<file path="src/rtl/enc_pkg.sv">
// Shared types and helpers for the priority encoder family.
// Holds the encoder mode type and a multi-hot test used at capture.
package enc_pkg;

  typedef enum logic {
    ENC_FIXED = 1'b0,
    ENC_RR    = 1'b1
  } enc_mode_e;

  localparam int unsigned ENC_MAX_N = 256;

  // Clearing the lowest set bit leaves something behind only when two or more bits are set.
  function automatic logic multi_hot(input logic [ENC_MAX_N-1:0] v);
    logic [ENC_MAX_N-1:0] one;
    one    = '0;
    one[0] = 1'b1;
    return |(v & (v - one));
  endfunction

endpackage

</file>
<file path="src/rtl/prio_pick.sv">
// Combinational priority picker.
// Returns the highest (HIGH_FIRST=1) or lowest (HIGH_FIRST=0) set index of vec.
module prio_pick #(
  parameter  int unsigned N          = 8,
  parameter  bit          HIGH_FIRST = 1'b1,
  localparam int unsigned W          = (N > 1) ? $clog2(N) : 1
) (
  input  logic [N-1:0] vec,
  output logic         found,
  output logic [W-1:0] idx
);

  always_comb begin
    found = 1'b0;
    idx   = '0;
    if (HIGH_FIRST) begin
      for (int unsigned i = 0; i < N; i++) begin
        if (vec[i]) begin
          found = 1'b1;
          idx   = W'(i);
        end
      end
    end else begin
      for (int unsigned i = N; i > 0; i--) begin
        if (vec[i-1]) begin
          found = 1'b1;
          idx   = W'(i - 1);
        end
      end
    end
  end

endmodule

</file>
<file path="src/rtl/prio_encoder_rr.sv">
// N:log2(N) priority encoder with fixed or round-robin resolution and a
// registered valid/ready output stage.
module prio_encoder_rr
  import enc_pkg::*;
#(
  parameter  int unsigned N = 8,
  localparam int unsigned W = $clog2(N)
) (
  input  logic         clk,
  input  logic         rst_n,
  input  logic [N-1:0] req,
  input  logic         mode,
  output logic         out_valid,
  input  logic         out_ready,
  output logic [W-1:0] out_idx,
  output logic [N-1:0] out_onehot,
  output logic         out_multi,
  output logic [W-1:0] rr_ptr
);

  localparam logic [W-1:0] LAST = W'(N - 1);

  enc_mode_e              mode_in;
  enc_mode_e              cap_mode;
  logic [N-1:0]           rr_mask;
  logic [N-1:0]           req_masked;
  logic [N-1:0]           win_onehot;
  logic [ENC_MAX_N-1:0]   req_ext;
  logic                   fix_found;
  logic                   msk_found;
  logic                   all_found;
  logic [W-1:0]           fix_idx;
  logic [W-1:0]           msk_idx;
  logic [W-1:0]           all_idx;
  logic [W-1:0]           win_idx;
  logic                   have_req;
  logic                   load;
  logic                   accept;
  logic [W-1:0]           ptr_next;

  prio_pick #(.N(N), .HIGH_FIRST(1'b1)) u_pick_fixed (
    .vec   (req),
    .found (fix_found),
    .idx   (fix_idx)
  );

  prio_pick #(.N(N), .HIGH_FIRST(1'b0)) u_pick_masked (
    .vec   (req_masked),
    .found (msk_found),
    .idx   (msk_idx)
  );

  prio_pick #(.N(N), .HIGH_FIRST(1'b0)) u_pick_all (
    .vec   (req),
    .found (all_found),
    .idx   (all_idx)
  );

  always_comb begin
    mode_in = enc_mode_e'(mode);
    for (int unsigned i = 0; i < N; i++) begin
      rr_mask[i] = (W'(i) >= rr_ptr);
    end
    req_masked = req & rr_mask;

    // Masked search covers [rr_ptr, N-1]; falling back to the full vector gives the wrap.
    if (mode_in == ENC_FIXED) begin
      win_idx  = fix_idx;
      have_req = fix_found;
    end else begin
      win_idx  = msk_found ? msk_idx : all_idx;
      have_req = all_found;
    end

    for (int unsigned i = 0; i < N; i++) begin
      win_onehot[i] = (W'(i) == win_idx);
    end

    req_ext        = '0;
    req_ext[N-1:0] = req;

    load     = !out_valid || out_ready;
    accept   = out_valid && out_ready;
    ptr_next = (out_idx == LAST) ? '0 : out_idx + W'(1);
  end

  always_ff @(posedge clk) begin
    if (!rst_n) begin
      out_valid  <= 1'b0;
      out_idx    <= '0;
      out_onehot <= '0;
      out_multi  <= 1'b0;
      rr_ptr     <= '0;
      cap_mode   <= ENC_FIXED;
    end else begin
      if (accept && (cap_mode == ENC_RR)) begin
        rr_ptr <= ptr_next;
      end
      if (load) begin
        if (have_req) begin
          out_valid  <= 1'b1;
          out_idx    <= win_idx;
          out_onehot <= win_onehot;
          out_multi  <= multi_hot(req_ext);
          cap_mode   <= mode_in;
        end else begin
          out_valid <= 1'b0;
        end
      end
    end
  end

endmodule

</file>
<file path="config.mk">
export PLATFORM = sky130hd
export DESIGN_NAME = prio_encoder_rr
export DESIGN_NICKNAME = d
export VERILOG_FILES = /design/src/rtl/enc_pkg.sv /design/src/rtl/prio_pick.sv /design/src/rtl/prio_encoder_rr.sv
export SDC_FILE = /design/constraint.sdc
export NUM_CORES = 1
export LEC_CHECK = 0
export BUFFER_PORTS_ARGS = -buffer_cell sky130_fd_sc_hd__buf_2
export CORE_MARGIN = 5
export CORE_UTILIZATION = 51
export CTS_CLUSTER_SIZE = 8
export DETAILED_ROUTE_END_ITERATION = 6
export PLACE_DENSITY = 0.75
export SYNTH_ARGS = -nofsm -noshare
export SYNTH_HDL_FRONTEND = slang
export SYNTH_SLANG_ARGS = --single-unit
</file>
<file path="constraint.sdc">
create_clock -name clk -period 2.37 [get_ports clk]
set_input_delay 0.474 -clock clk [delete_from_list [all_inputs] [get_ports clk]]
set_output_delay 0.474 -clock clk [all_outputs]
set_load 0.01 [all_outputs]
</file>
After elaboration in Yosys (flattened, before gate mapping):

Cells that the tools add are included.

* register bits after elaboration: 17
* input bits: 12
* word-level logic and storage cells: 85

* add/sub/neg operators: 2
* $lt $le $gt $ge: 8
* equality and inequality tests: 8
* muxes and demuxes: 52
* bitwise gates (word level): 2
* reductions and logical operators: 7

Operators by type and width (number)
* bitwise AND 8 x 256 -> 256 bit: 1
* OR reduction 256 bit: 1
* 2-to-1 mux 3 bit: 23
* 2-to-1 mux 1 bit: 27
* equality test 3 bit (first input constant): 4
* greater-or-equal comparator 3 bit (first input constant): 4
* subtractor 8 x 1 -> 9 bit (second input constant): 1
* bitwise AND 8 bit: 1
* equality test 2 x 3 -> 1 bit (first input constant): 2
* greater-or-equal comparator 1 x 3 -> 1 bit (first input constant): 2
* greater-or-equal comparator 2 x 3 -> 1 bit (first input constant): 2
* 2-to-1 mux 2 bit: 2
* adder 3 x 1 -> 3 bit (second input constant): 1
* equality test 1 x 3 -> 1 bit (first input constant): 1
* equality test 3 bit (second input constant): 1
* logical NOT 3 bit: 1
* logical AND 1 bit: 2
* AND reduction 2 bit: 1
* logical NOT 1 bit: 1
* logical OR 1 bit: 1

Longest topological paths before layout:

Gate-level depths: netlist of the first run.

* depth after elaboration: 13
* mapped depth: 7
* gate-level depth less buffers: 6

Modules after synthesis:

A second synthesis of the first run with hierarchy kept.

* cell total of the unflattened synthesis: 127
* area total of the unflattened synthesis: 1061.0 um^2

By module, submodules not included
* prio_encoder_rr: instances 1, cells each 89, area each 843.3 um^2
* prio_pick (u_pick_all ...): instances 2, cells each 13, area each 80.1 um^2
* prio_pick (u_pick_fixed): instances 1, cells each 12, area each 57.6 um^2

Worst setup path after synthesis of the first run:

Ideal clock, no wire load.

* kind: input port to flip-flop
* from: in req[1]
* to: reg out_onehot[4]
* setup time: 117 ps
* arrival time: 1911 ps
* data required time: 2253 ps
* setup slack: 342 ps
* stages on the path: 6
* path through: clkbuf_1 o21a_1 or4b_4 o21ai_2 o21ai_2 a32o_1

* cells in the longest elaborated chain, start to end: 9
* elaborated cells between the ends (all ways): 28

Ends and longest elaborated chain
* start: declaration: RTL line prio_encoder_rr.sv:11 `input logic [N-1:0] req,`
* 2-to-1 mux 1 bit: RTL line prio_pick.sv:18 `if (vec[i]) begin`
* 2-to-1 mux 2 bit or 2-to-1 mux 1 bit (tied branches) (2 in series): RTL line prio_pick.sv:18
* 2-to-1 mux 3 bit or 2-to-1 mux 1 bit (tied branches) (4 in series): RTL line prio_pick.sv:18
* 2-to-1 mux 3 bit or 2-to-1 mux 1 bit (tied branches): RTL line prio_encoder_rr.sv:67 `if (mode_in == ENC_FIXED) begin`
* equality test 3 bit or AND reduction 2 bit (tied branches)
* end signal: assignment: RTL line prio_encoder_rr.sv:103 `out_onehot <= win_onehot;`
* end: declaration: RTL line prio_encoder_rr.sv:16 `output logic [N-1:0] out_onehot,`

Several ways; a longest one is shown, not always the timed one.
A chain may end at the register's enable or synchronous reset.

Worst setup path after layout of the first run:

* from: reg rr_ptr[2]
* to: reg out_onehot[4]

* cells in the longest elaborated chain, start to end: 13
* elaborated cells between the ends (all ways): 28

Ends and longest elaborated chain
* start: declaration: RTL line prio_encoder_rr.sv:18 `output logic [W-1:0] rr_ptr`
* start signal: assignment: RTL line prio_encoder_rr.sv:97 `rr_ptr <= ptr_next;`
* greater-or-equal comparator 3 bit: RTL line prio_encoder_rr.sv:62 `rr_mask[i] = (W'(i) >= rr_ptr);`
* bitwise AND 8 bit *: RTL line prio_encoder_rr.sv:64 `req_masked = req & rr_mask;`
* 2-to-1 mux 3 bit or 2-to-1 mux 1 bit (tied branches) (8 in series): RTL line prio_pick.sv:25 `if (vec[i-1]) begin`
* 2-to-1 mux 3 bit *: RTL line prio_encoder_rr.sv:71 `win_idx = msk_found ? msk_idx : all_idx;`
* 2-to-1 mux 3 bit *: RTL line prio_encoder_rr.sv:67
* equality test 3 bit *: RTL line prio_encoder_rr.sv:76 `win_onehot[i] = (W'(i) == win_idx);`

Every way passes the cells marked *; elsewhere a longest branch is shown, timed or not.

==> run_summary.xml, run 1 <==
<?xml version="1.0" encoding="UTF-8"?>
<metrics>
  <group name="worst_hold_path">
    <metric name="min_delay_worst_endpoint" unit="">out_multi</metric>
    <metric name="hp-start" unit="">rst_n</metric>
    <metric name="hp-class" unit="">input pin to register</metric>
    <metric name="worst_hold_path.num_cells" unit="">3</metric>
  </group>
  <group name="die">
    <metric name="floorplan.io_pins" unit="">28</metric>
    <metric name="starting_density_of_the_core" unit="%">53.9</metric>
    <metric name="die_span_in_y" unit="um">55.5</metric>
    <metric name="placeableCoreArea" unit="um2">1960</metric>
    <metric name="site_row_count" unit="">16</metric>
    <metric name="dieWidth" unit="um">55.5</metric>
    <metric name="area_of_the_die" unit="um2">3080</metric>
  </group>
  <group name="critical_path">
    <metric name="cp_cell_sequence" unit="">nand3_2 &gt; a21o_1 &gt; or4b_4 &gt; o22ai_2 &gt; o21ai_2 &gt; a32o_1</metric>
    <metric name="timing_worst_setup_path_type" unit="">register to register</metric>
    <metric name="cp_data_arrival_time" unit="ps">2340</metric>
    <metric name="capture_point_of_the_worst_reg_to_reg_path" unit="">out_onehot[4]</metric>
    <metric name="critPathMaxFanout" unit="">11</metric>
    <metric name="r2r_start" unit="">rr_ptr[2]</metric>
    <metric name="ff2ff_path_depth" unit="">6</metric>
    <metric name="critPathSlowestCell" unit="">dfxtp_1</metric>
    <metric name="setup.worst_path.start_class" unit="">register</metric>
    <metric name="crit_path_max_incr_delay" unit="ps">550</metric>
    <metric name="cp_data_required_time" unit="ps">2560</metric>
    <metric name="r2r_setup_slack" unit="ps">220</metric>
    <metric name="crit_path_end_kind" unit="">register</metric>
  </group>
  <group name="cts">
    <metric name="clk_pin_slew_worst_paths" unit="ps">110</metric>
    <metric name="tritoncts" unit="">done</metric>
    <metric name="numClockSinks" unit="">17</metric>
    <metric name="holdBufCountCts" unit="">0</metric>
    <metric name="clock_tree.htree_level_count" unit="">1</metric>
    <metric name="post_cts_resize_count" unit="">0</metric>
    <metric name="clk_root_buffer_cell" unit="">clkbuf_4</metric>
    <metric name="cts.path.max_buffers" unit="">2</metric>
    <metric name="number_of_post_cts_setup_repair_buffers" unit="">0</metric>
    <metric name="clock_insertion_delay_worst_skew" unit="ps">300</metric>
    <metric name="cts_buffers" unit="">3</metric>
  </group>
  <group name="timing">
    <metric name="timing.final.hold_violations" unit="">0</metric>
    <metric name="maxSlewHeadroom" unit="%">67.9</metric>
    <metric name="fin_setup_tns" unit="ps">0</metric>
    <metric name="setup_viol_count_final" unit="">0</metric>
    <metric name="report.final.slew_viol_count" unit="">0</metric>
    <metric name="timing.final.crit_period" unit="ps">2150</metric>
    <metric name="max_freq" unit="MHz">466</metric>
    <metric name="fin_skew" unit="ps">12.9</metric>
    <metric name="post_route_fraction_of_the_period_consumed_by_the_critical_path" unit="%">90.6</metric>
    <metric name="grt_setup_unrepaired" unit="">false</metric>
    <metric name="pin_slew_with_the_least_headroom_to_its_limit" unit="ps">480</metric>
  </group>
  <group name="synthesis">
    <metric name="yosysSeqAreaShare" unit="%">32.2</metric>
    <metric name="postSynthCellCount" unit="">123</metric>
    <metric name="flops_latches_synth" unit="">17</metric>
    <metric name="syn-mean-instance-area" unit="um2">8.60</metric>
    <metric name="synthDistinctLibCells" unit="">44</metric>
    <metric name="syn-cell-area" unit="um2">1060</metric>
    <metric name="synth_nets" unit="">137</metric>
    <metric name="dominantRegCellSynth" unit="">dfxtp_1</metric>
    <metric name="postSynth.asyncResetShare" unit="%">0</metric>
    <metric name="synthesis_warning_total" unit="">0</metric>
    <metric name="post_synth_edffs" unit="">0</metric>
  </group>
  <group name="cells_and_area">
    <metric name="layout_cell_share_with_drive_strength_beyond_1" unit="%">32.2</metric>
    <metric name="num-fill-cells" unit="">190</metric>
    <metric name="layout_common_cells" unit="">buf_2, dfxtp_1, nor2_1</metric>
    <metric name="commonest_non_fill_non_tap_cell_in_the_layout" unit="">buf_2</metric>
    <metric name="multi_input_area" unit="um2">673</metric>
    <metric name="antenna_cells" unit="">0</metric>
    <metric name="design.final.nets" unit="">167</metric>
    <metric name="flow.area_growth_from_synthesis" unit="%">18.9</metric>
    <metric name="final-seq-area" unit="um2">340</metric>
    <metric name="final_cell_count_no_fill" unit="">179</metric>
  </group>
  <group name="place">
    <metric name="place_hpwl" unit="um">2030</metric>
    <metric name="placedCellCount" unit="">175</metric>
    <metric name="port_buffers" unit="">27</metric>
    <metric name="gp_congestion" unit="">0.925</metric>
  </group>
  <group name="route">
    <metric name="routed_wirelength" unit="um">2630</metric>
    <metric name="via_count" unit="">1044</metric>
    <metric name="detailed_routing_iterations_pass_1" unit="">4</metric>
    <metric name="drt.antenna.violating_nets" unit="">0</metric>
    <metric name="initialDrtViolationCount" unit="">26</metric>
    <metric name="route.detailed.wl_per_inst" unit="um">14.7</metric>
    <metric name="routed_via_density" unit="">5.83</metric>
    <metric name="drc_errors" unit="">0</metric>
  </group>
  <group name="global_routing">
    <metric name="grt_start_max_net_pins" unit="">12</metric>
    <metric name="grt_pass1_wl" unit="um">4580</metric>
    <metric name="grt_antenna_before_repair" unit="">0</metric>
    <metric name="grt_use_total" unit="%">18.1</metric>
    <metric name="number_of_global_route_vias_before_repair" unit="">961</metric>
    <metric name="grt_total_ovfl" unit="">0</metric>
  </group>
  <group name="pwr">
    <metric name="power.static_leakage" unit="nW">0.544</metric>
    <metric name="vdd_drop_max" unit="V">0.000366</metric>
    <metric name="power_density" unit="nW/um2">494</metric>
  </group>
  <group name="status">
    <metric name="run_status" unit="">finished clean</metric>
  </group>
  <group name="flow_run">
    <metric name="timing.max_cap.violations" unit="">0</metric>
  </group>
</metrics>
[worst max-delay path, delay by kind of cell, from the launching register on]
kind | cells | cell delay (ps)
simple gates | 2 | 680
flops | 1 | 550
compound gates | 4 | 800
[synth_stat cells, drive strengths merged (3+ instances only)]
master | instances | share of area (%)
dfxtp | 17 | 32
nor2 | 16 | 5.9
a21oi | 11 | 5.2
o21ai | 9 | 5.3
a32o | 8 | 7.6
inv | 5 | 1.8
o21a | 5 | 3.8
nand2b | 4 | 2.4
nand3 | 4 | 2.4
a22oi | 3 | 2.6
clkbuf | 3 | 1.1
mux2i | 3 | 2.8
nand2 | 3 | 1.1
nor2b | 3 | 1.8
[cells by family (layout without fill, tap and decap cells)]
| logic type | count (synthesis) | in the layout | share of synthesized area, % |
|---|---|---|---|
| AOI/OAI and AO/OA | 49 | 49 | 36.2 |
| and+or+nand+nor | 40 | 40 | 21.3 |
| DFF | 17 | 17 | 32.2 |
| buffers and inverters | 11 | 40 | 4.14 |
| adders and majority gates | 3 | 3 | 3.31 |
| muxes | 3 | 3 | 2.84 |
[routing by layer]
metal | vias up | GRT usage, % | routed length, um | part of all wire (%)
met3 | 2 | 4.90 | 129 | 4.9
met4 | 0 | 3.82 | 10 | 0.38
met5 | - | 0 | 0 | 0
met2 | 21 | 28.5 | 1260 | 48
li1 | 525 | - | - | -
met1 | 496 | 24.6 | 1230 | 47
[metrics by stage]
| step | hold WS, ps | total power [mW] | utilization, % | setup WS, ps | area, um2 |
|---|---|---|---|---|---|
| 6_report | 466 | 0.621 | 64.1 | 222 | 1260 |
| 5_1_grt | 456 | 0.658 | 64.1 | 107 | 1260 |
| 4_1_cts | 466 | 0.623 | 64.1 | 241 | 1260 |
| 3_5_place_dp | 454 | 0.464 | 62.6 | 136 | 1230 |
| 3_3_place_gp | 445 | 0.460 | 62.6 | 204 | 1230 |
| 2_1_floorplan | 460 | 0.413 | - | 342 | 1060 |
[power breakdown]
| part | internal (mW) | total (mW) | switching [mW] |
|---|---|---|---|
| Combinational | 0.0624 | 0.147 | 0.0851 |
| Sequential | 0.300 | 0.312 | 0.0116 |
| Clock | 0.0644 | 0.162 | 0.0972 |
| Total | 0.427 | 0.621 | 0.194 |
[how the worst max path moves through the flow]
stage / depth (start not counted) / start / slack (ps) / endpoint
final: 6 / rr_ptr[2] / 220 / out_onehot[4]
after global routing: 6 / rr_ptr[2] / 110 / out_onehot[4]
after CTS: 6 / rr_ptr[2] / 240 / out_onehot[4]
after detailed placement: 7 / req[0] / 140 / out_onehot[6]
after global placement: 7 / req[0] / 200 / out_onehot[0]
after floorplan: 6 / req[1] / 340 / out_onehot[4]
[flip-flops by register name, summed over array words and instances, names as in the netlist]
signal and count:
out_multi 1, rr_ptr 3, out_idx 3, cap_mode 1, out_valid 1, out_onehot 8
[area by class of cell]
class	count	area share [%]
multi-input combinational	95	53.5
sequential	17	27.1
timing repair buffer	30	12.5
tap	27	2.69
clock buffer	3	1.79
inverter	6	1.79
clock inverter	1	0.597
No activity file was read; power rests on OpenSTA's default activity.
==> run 2: changes to the inputs <==
--- a/config.mk
+++ b/config.mk
@@ -5,11 +5,12 @@
 export SDC_FILE = /design/constraint.sdc
 export NUM_CORES = 1
 export LEC_CHECK = 0
-export BUFFER_PORTS_ARGS = -buffer_cell sky130_fd_sc_hd__buf_2
+export BUFFER_PORTS_ARGS = -buffer_cell sky130_fd_sc_hd__buf_4
 export CORE_MARGIN = 5
 export CORE_UTILIZATION = 51
 export CTS_CLUSTER_SIZE = 8
 export DETAILED_ROUTE_END_ITERATION = 6
+export GPL_TIMING_DRIVEN = 0
 export PLACE_DENSITY = 0.75
 export SYNTH_ARGS = -nofsm -noshare
 export SYNTH_HDL_FRONTEND = slang
==> run_summary.xml, run 2 (synthesized netlist as in run 1, its figures left out) <==
<?xml version="1.0" encoding="UTF-8"?>
<metrics>
  <group name="timing">
    <metric name="timing.final.hold_violations" unit="">0</metric>
    <metric name="fin_skew" unit="ps">4.46</metric>
    <metric name="grt_setup_unrepaired" unit="">false</metric>
    <metric name="pin_slew_with_the_least_headroom_to_its_limit" unit="ps">500</metric>
    <metric name="hold-worst-slack" unit="ps">479</metric>
    <metric name="max_freq" unit="MHz">480</metric>
    <metric name="post_route_fraction_of_the_period_consumed_by_the_critical_path" unit="%">87.9</metric>
    <metric name="setup_viol_count_final" unit="">0</metric>
    <metric name="fin_setup_tns" unit="ps">0</metric>
    <metric name="timing.final.crit_period" unit="ps">2080</metric>
    <metric name="report.final.slew_viol_count" unit="">0</metric>
    <metric name="maxSlewHeadroom" unit="%">66.4</metric>
  </group>
  <group name="critical_path">
    <metric name="crit_path_end_kind" unit="">register</metric>
    <metric name="timing_worst_setup_path_type" unit="">register to register</metric>
    <metric name="critPathSlowestCell" unit="">or4b_4</metric>
    <metric name="cp_cell_sequence" unit="">nor2b_1 &gt; o21a_1 &gt; or4b_4 &gt; o21ai_2 &gt; o21ai_2 &gt; a32o_1</metric>
    <metric name="ff2ff_path_depth" unit="">6</metric>
    <metric name="critPathMaxFanout" unit="">8</metric>
    <metric name="cp_data_arrival_time" unit="ps">2260</metric>
    <metric name="critical_path.most_common_cell" unit="">o21ai_2</metric>
    <metric name="crit_path_max_incr_delay" unit="ps">560</metric>
    <metric name="r2r_setup_slack" unit="ps">290</metric>
    <metric name="cp_data_required_time" unit="ps">2550</metric>
    <metric name="setup.worst_path.start_class" unit="">register</metric>
    <metric name="r2r_start" unit="">rr_ptr[0]</metric>
    <metric name="capture_point_of_the_worst_reg_to_reg_path" unit="">out_onehot[4]</metric>
  </group>
  <group name="cts">
    <metric name="cts_buffers" unit="">3</metric>
    <metric name="clock_insertion_delay_worst_skew" unit="ps">280</metric>
    <metric name="tritoncts" unit="">done</metric>
    <metric name="clock_tree.htree_level_count" unit="">1</metric>
    <metric name="clk_pin_slew_worst_paths" unit="ps">100</metric>
    <metric name="holdBufCountCts" unit="">0</metric>
    <metric name="cts.path.max_buffers" unit="">2</metric>
    <metric name="post_cts_resize_count" unit="">0</metric>
    <metric name="number_of_post_cts_setup_repair_buffers" unit="">0</metric>
    <metric name="clk_root_buffer_cell" unit="">clkbuf_4</metric>
    <metric name="numClockSinks" unit="">17</metric>
  </group>
  <group name="die">
    <metric name="die_span_in_y" unit="um">55.5</metric>
    <metric name="site_row_count" unit="">16</metric>
    <metric name="starting_density_of_the_core" unit="%">53.9</metric>
    <metric name="floorplan.io_pins" unit="">28</metric>
    <metric name="placeableCoreArea" unit="um2">1960</metric>
    <metric name="dieWidth" unit="um">55.5</metric>
    <metric name="area_of_the_die" unit="um2">3080</metric>
  </group>
  <group name="worst_hold_path">
    <metric name="worst_hold_path.num_cells" unit="">1</metric>
    <metric name="hp-start" unit="">out_onehot[6]</metric>
    <metric name="hp-class" unit="">register to register</metric>
    <metric name="min_delay_worst_endpoint" unit="">out_onehot[6]</metric>
  </group>
  <group name="global_routing">
    <metric name="number_of_global_route_vias_before_repair" unit="">894</metric>
    <metric name="grt_total_ovfl" unit="">0</metric>
    <metric name="grt_pass1_wl" unit="um">4250</metric>
    <metric name="grt_use_total" unit="%">16.6</metric>
    <metric name="grt_start_max_net_pins" unit="">11</metric>
    <metric name="grt_antenna_before_repair" unit="">0</metric>
  </group>
  <group name="pwr">
    <metric name="power.static_leakage" unit="nW">0.538</metric>
    <metric name="power_density" unit="nW/um2">479</metric>
    <metric name="power" unit="mW">0.618</metric>
    <metric name="vdd_drop_max" unit="V">0.000447</metric>
  </group>
  <group name="cells_and_area">
    <metric name="design.final.nets" unit="">165</metric>
    <metric name="commonest_non_fill_non_tap_cell_in_the_layout" unit="">buf_4</metric>
    <metric name="antenna_cells" unit="">0</metric>
    <metric name="largest_register_ff_count" unit="">8</metric>
    <metric name="largestRegisters" unit="">out_onehot (8), out_idx (3), rr_ptr (3)</metric>
    <metric name="layout_common_cells" unit="">buf_4, dfxtp_1, nor2_1</metric>
    <metric name="layout_cell_share_with_drive_strength_beyond_1" unit="%">29.3</metric>
    <metric name="largest-register" unit="">out_onehot</metric>
    <metric name="num-fill-cells" unit="">181</metric>
    <metric name="final_core_utilization" unit="%">65.8</metric>
    <metric name="flow.area_growth_from_synthesis" unit="%">22.1</metric>
    <metric name="finalInstanceArea" unit="um2">1290</metric>
  </group>
  <group name="flow_run">
    <metric name="timing.max_cap.violations" unit="">0</metric>
  </group>
  <group name="route">
    <metric name="met2RoutedLength" unit="um">1250</metric>
    <metric name="drc_errors" unit="">0</metric>
    <metric name="via_count" unit="">1044</metric>
    <metric name="dr.max_layer_used" unit="">met4</metric>
    <metric name="route.detailed.wl_per_inst" unit="um">14.5</metric>
    <metric name="met3WireLength" unit="um">184</metric>
    <metric name="drt.antenna.violating_nets" unit="">0</metric>
    <metric name="initialDrtViolationCount" unit="">32</metric>
    <metric name="routed_wirelength" unit="um">2570</metric>
    <metric name="met1Wirelength" unit="um">1130</metric>
    <metric name="routed_via_density" unit="">5.90</metric>
    <metric name="detailed_routing_iterations_pass_1" unit="">4</metric>
  </group>
  <group name="status">
    <metric name="run_status" unit="">finished clean</metric>
  </group>
  <group name="place">
    <metric name="port_buffers" unit="">23</metric>
    <metric name="place_hpwl" unit="um">1960</metric>
    <metric name="post_dp_cell_area" unit="um2">1260</metric>
    <metric name="gp_congestion" unit="">0.900</metric>
  </group>
</metrics>
run 2: final cells by class:
type	count	area (um2)	area share (%)
Buffer	5	21.3	1.65
Clock buffer	3	22.5	1.74
Clock inverter	1	5.00	0.388
Inverter	6	22.5	1.74
Multi-Input combinational cell	95	673	52.1
Sequential cell	17	340	26.4
Tap cell	27	33.8	2.62
Timing Repair Buffer	23	173	13.4
run 2: worst max-delay path, delay by kind of cell, from the launching register on:
kind               cells  cell delay [ps]
AOI/OAI and AO/OA      4              800
DFF                    1              510
and+or+nand+nor        2              670
run 2: through the flow:
stage | setup slack [ps] | std cells
2_1_floorplan | 342 | 123
3_3_place_gp | 112 | 173
3_5_place_dp | 74.7 | 173
4_1_cts | 292 | 177
5_1_grt | 182 | 177
6_report | 286 | 177
run 2: how the worst max path moves through the flow:
stage	start	to	slack, ps	cells past startpoint
after CTS	rr_ptr[0]	out_onehot[4]	290	6
final	rr_ptr[0]	out_onehot[4]	290	6
after detailed placement	req[1]	out_onehot[4]	70	6
after global routing	rr_ptr[1]	out_onehot[4]	180	6
after floorplan	req[1]	out_onehot[4]	340	6
after global placement	req[1]	out_onehot[5]	110	6
run 2: power breakdown:
group / switching, mW / internal, mW / total (mW)
logic: 0.0831 / 0.0693 / 0.152
registers: 0.0120 / 0.300 / 0.312
clock network: 0.0910 / 0.0626 / 0.154
total: 0.186 / 0.432 / 0.618
run 2: per-layer routing:
metal	track usage [%]	vias up
li1	-	518
met1	22.4	485
met2	27.0	39
met3	3.73	2
met4	3.13	0
met5	0	-
==> run 3: changes to the inputs <==
--- a/config.mk
+++ b/config.mk
@@ -5,7 +5,7 @@
 export SDC_FILE = /design/constraint.sdc
 export NUM_CORES = 1
 export LEC_CHECK = 0
-export BUFFER_PORTS_ARGS = -buffer_cell sky130_fd_sc_hd__buf_4
+export BUFFER_PORTS_ARGS = -buffer_cell sky130_fd_sc_hd__buf_2
 export CORE_MARGIN = 5
 export CORE_UTILIZATION = 51
 export CTS_CLUSTER_SIZE = 8
==> constraint.sdc (replaced) <==
create_clock -name clk -period 2.37 [get_ports clk]
set_input_delay 0.474 -clock clk [delete_from_list [all_inputs] [get_ports clk]]
set_output_delay 0.474 -clock clk [all_outputs]
set_load 0.05 [all_outputs]
==> run_summary.xml, run 3 (synthesized netlist as in run 1, its figures left out) <==
<?xml version="1.0" encoding="UTF-8"?>
<metrics>
  <group name="timing">
    <metric name="maxSlewHeadroom" unit="%">65.3</metric>
    <metric name="fin_skew" unit="ps">6.65</metric>
    <metric name="pin_slew_with_the_least_headroom_to_its_limit" unit="ps">519</metric>
    <metric name="timing.final.hold_violations" unit="">0</metric>
    <metric name="grt_setup_unrepaired" unit="">false</metric>
    <metric name="report.final.slew_viol_count" unit="">0</metric>
    <metric name="fin_setup_tns" unit="ps">0</metric>
    <metric name="post_route_fraction_of_the_period_consumed_by_the_critical_path" unit="%">87.3</metric>
    <metric name="max_freq" unit="MHz">484</metric>
    <metric name="timing.final.crit_period" unit="ps">2070</metric>
    <metric name="setup_slack" unit="ps">302</metric>
    <metric name="setup_viol_count_final" unit="">0</metric>
  </group>
  <group name="cts">
    <metric name="number_of_post_cts_setup_repair_buffers" unit="">0</metric>
    <metric name="clk_pin_slew_worst_paths" unit="ps">100</metric>
    <metric name="clk_root_buffer_cell" unit="">clkbuf_4</metric>
    <metric name="post_cts_resize_count" unit="">0</metric>
    <metric name="clock_insertion_delay_worst_skew" unit="ps">300</metric>
    <metric name="holdBufCountCts" unit="">0</metric>
    <metric name="cts_buffers" unit="">3</metric>
    <metric name="cts.path.max_buffers" unit="">2</metric>
    <metric name="tritoncts" unit="">done</metric>
    <metric name="clock_tree.htree_level_count" unit="">1</metric>
    <metric name="numClockSinks" unit="">17</metric>
  </group>
  <group name="worst_hold_path">
    <metric name="hp-class" unit="">register to register</metric>
  </group>
  <group name="critical_path">
    <metric name="cp_data_required_time" unit="ps">2570</metric>
    <metric name="crit_path_end_kind" unit="">register</metric>
    <metric name="timing_worst_setup_path_type" unit="">register to register</metric>
    <metric name="setup.worst_path.start_class" unit="">register</metric>
    <metric name="critPathMaxFanout" unit="">8</metric>
    <metric name="cp_data_arrival_time" unit="ps">2270</metric>
  </group>
  <group name="route">
    <metric name="routed_wirelength" unit="um">2530</metric>
    <metric name="detailed_routing_iterations_pass_1" unit="">4</metric>
    <metric name="route.detailed.wl_per_inst" unit="um">14.3</metric>
    <metric name="met1Wirelength" unit="um">1190</metric>
    <metric name="met2RoutedLength" unit="um">1190</metric>
    <metric name="dr.max_layer_used" unit="">met4</metric>
    <metric name="via_count" unit="">1047</metric>
    <metric name="initialDrtViolationCount" unit="">14</metric>
    <metric name="met3WireLength" unit="um">118</metric>
    <metric name="drt.antenna.violating_nets" unit="">0</metric>
    <metric name="routed_via_density" unit="">5.92</metric>
    <metric name="drc_errors" unit="">0</metric>
  </group>
  <group name="cells_and_area">
    <metric name="commonest_non_fill_non_tap_cell_in_the_layout" unit="">buf_2</metric>
    <metric name="largestRegisters" unit="">out_onehot (8), out_idx (3), rr_ptr (3)</metric>
    <metric name="layout_common_cells" unit="">buf_2, dfxtp_1, nor2_1</metric>
    <metric name="antenna_cells" unit="">0</metric>
    <metric name="layout_cell_share_with_drive_strength_beyond_1" unit="%">29.3</metric>
    <metric name="design.final.nets" unit="">165</metric>
    <metric name="largest-register" unit="">out_onehot</metric>
    <metric name="largest_register_ff_count" unit="">8</metric>
    <metric name="flow.area_growth_from_synthesis" unit="%">16.7</metric>
    <metric name="final_cell_count_no_fill" unit="">177</metric>
  </group>
  <group name="pwr">
    <metric name="power" unit="mW">0.652</metric>
    <metric name="power.static_leakage" unit="nW">0.530</metric>
    <metric name="vdd_drop_max" unit="V">0.000390</metric>
    <metric name="power_density" unit="nW/um2">528</metric>
  </group>
  <group name="place">
    <metric name="port_buffers" unit="">23</metric>
    <metric name="place_hpwl" unit="um">1990</metric>
    <metric name="placedCellCount" unit="">173</metric>
    <metric name="dp_slack" unit="ps">63.3</metric>
    <metric name="gp_congestion" unit="">0.880</metric>
  </group>
  <group name="flow_run">
    <metric name="timing.max_cap.violations" unit="">0</metric>
  </group>
  <group name="global_routing">
    <metric name="grt_use_total" unit="%">17.0</metric>
    <metric name="grt_total_ovfl" unit="">0</metric>
    <metric name="grt_start_max_net_pins" unit="">11</metric>
    <metric name="grt_pass1_wl" unit="um">4370</metric>
    <metric name="grt_antenna_before_repair" unit="">0</metric>
    <metric name="number_of_global_route_vias_before_repair" unit="">1005</metric>
  </group>
  <group name="die">
    <metric name="dieWidth" unit="um">55.5</metric>
    <metric name="area_of_the_die" unit="um2">3080</metric>
    <metric name="placeableCoreArea" unit="um2">1960</metric>
    <metric name="floorplan.io_pins" unit="">28</metric>
    <metric name="starting_density_of_the_core" unit="%">53.9</metric>
    <metric name="die_span_in_y" unit="um">55.5</metric>
    <metric name="site_row_count" unit="">16</metric>
  </group>
  <group name="status">
    <metric name="run_status" unit="">finished clean</metric>
  </group>
</metrics>
run 3: cell counts in the layout (fill, tap and decap cells not counted):
No cell type changed its count.
run 3: through the flow:
| stage | utilization (%) | instance area [um2] | hold slack (ps) |
|---|---|---|---|
| finish | 62.9 | 1230 | 471 |
| global route | 62.9 | 1230 | 479 |
| floorplan | - | 1060 | 460 |
| detailed placement | 61.5 | 1210 | 449 |
| global placement | 61.5 | 1210 | 445 |
| CTS | 62.9 | 1230 | 470 |
run 3: metal layers:
layer	up-vias	global-route usage, %
li1	522	-
met1	493	21.4
met2	27	28.5
met3	5	3.50
met4	0	5.90
met5	-	0
run 3: final cells by class:
type / count / area, um2
clock buffer: 3 / 22.5
tap: 27 / 33.8
multi-input combinational: 95 / 673
clock inverter: 1 / 5.00
buffer: 5 / 21.3
timing repair buffer: 23 / 115
sequential: 17 / 340
fill: 197 / 728
inverter: 6 / 22.5
run 3: where the power goes:
part | switching, mW | internal (mW) | total [mW]
registers | 0.0107 | 0.300 | 0.311
logic | 0.124 | 0.0591 | 0.183
clock network | 0.0948 | 0.0629 | 0.158
run 3: path summary, 6_finish.rpt:
check / startpoint / end / slack [ps] / cells after the start
max reg2reg: rr_ptr[0] / out_onehot[2] / 300 / 6
max: rr_ptr[0] / out_onehot[2] / 300 / 6
min reg2reg: out_onehot[7] / out_onehot[7] / 470 / 1
min: out_onehot[7] / out_onehot[7] / 470 / 1
run 3: worst max-delay path: stages (launching register included):
cell	delay, ps
dfxtp_1	500
nor2b_1	100
o21a_1	220
or4b_4	570
o21ai_2	200
o21ai_2	120
a32o_1	260
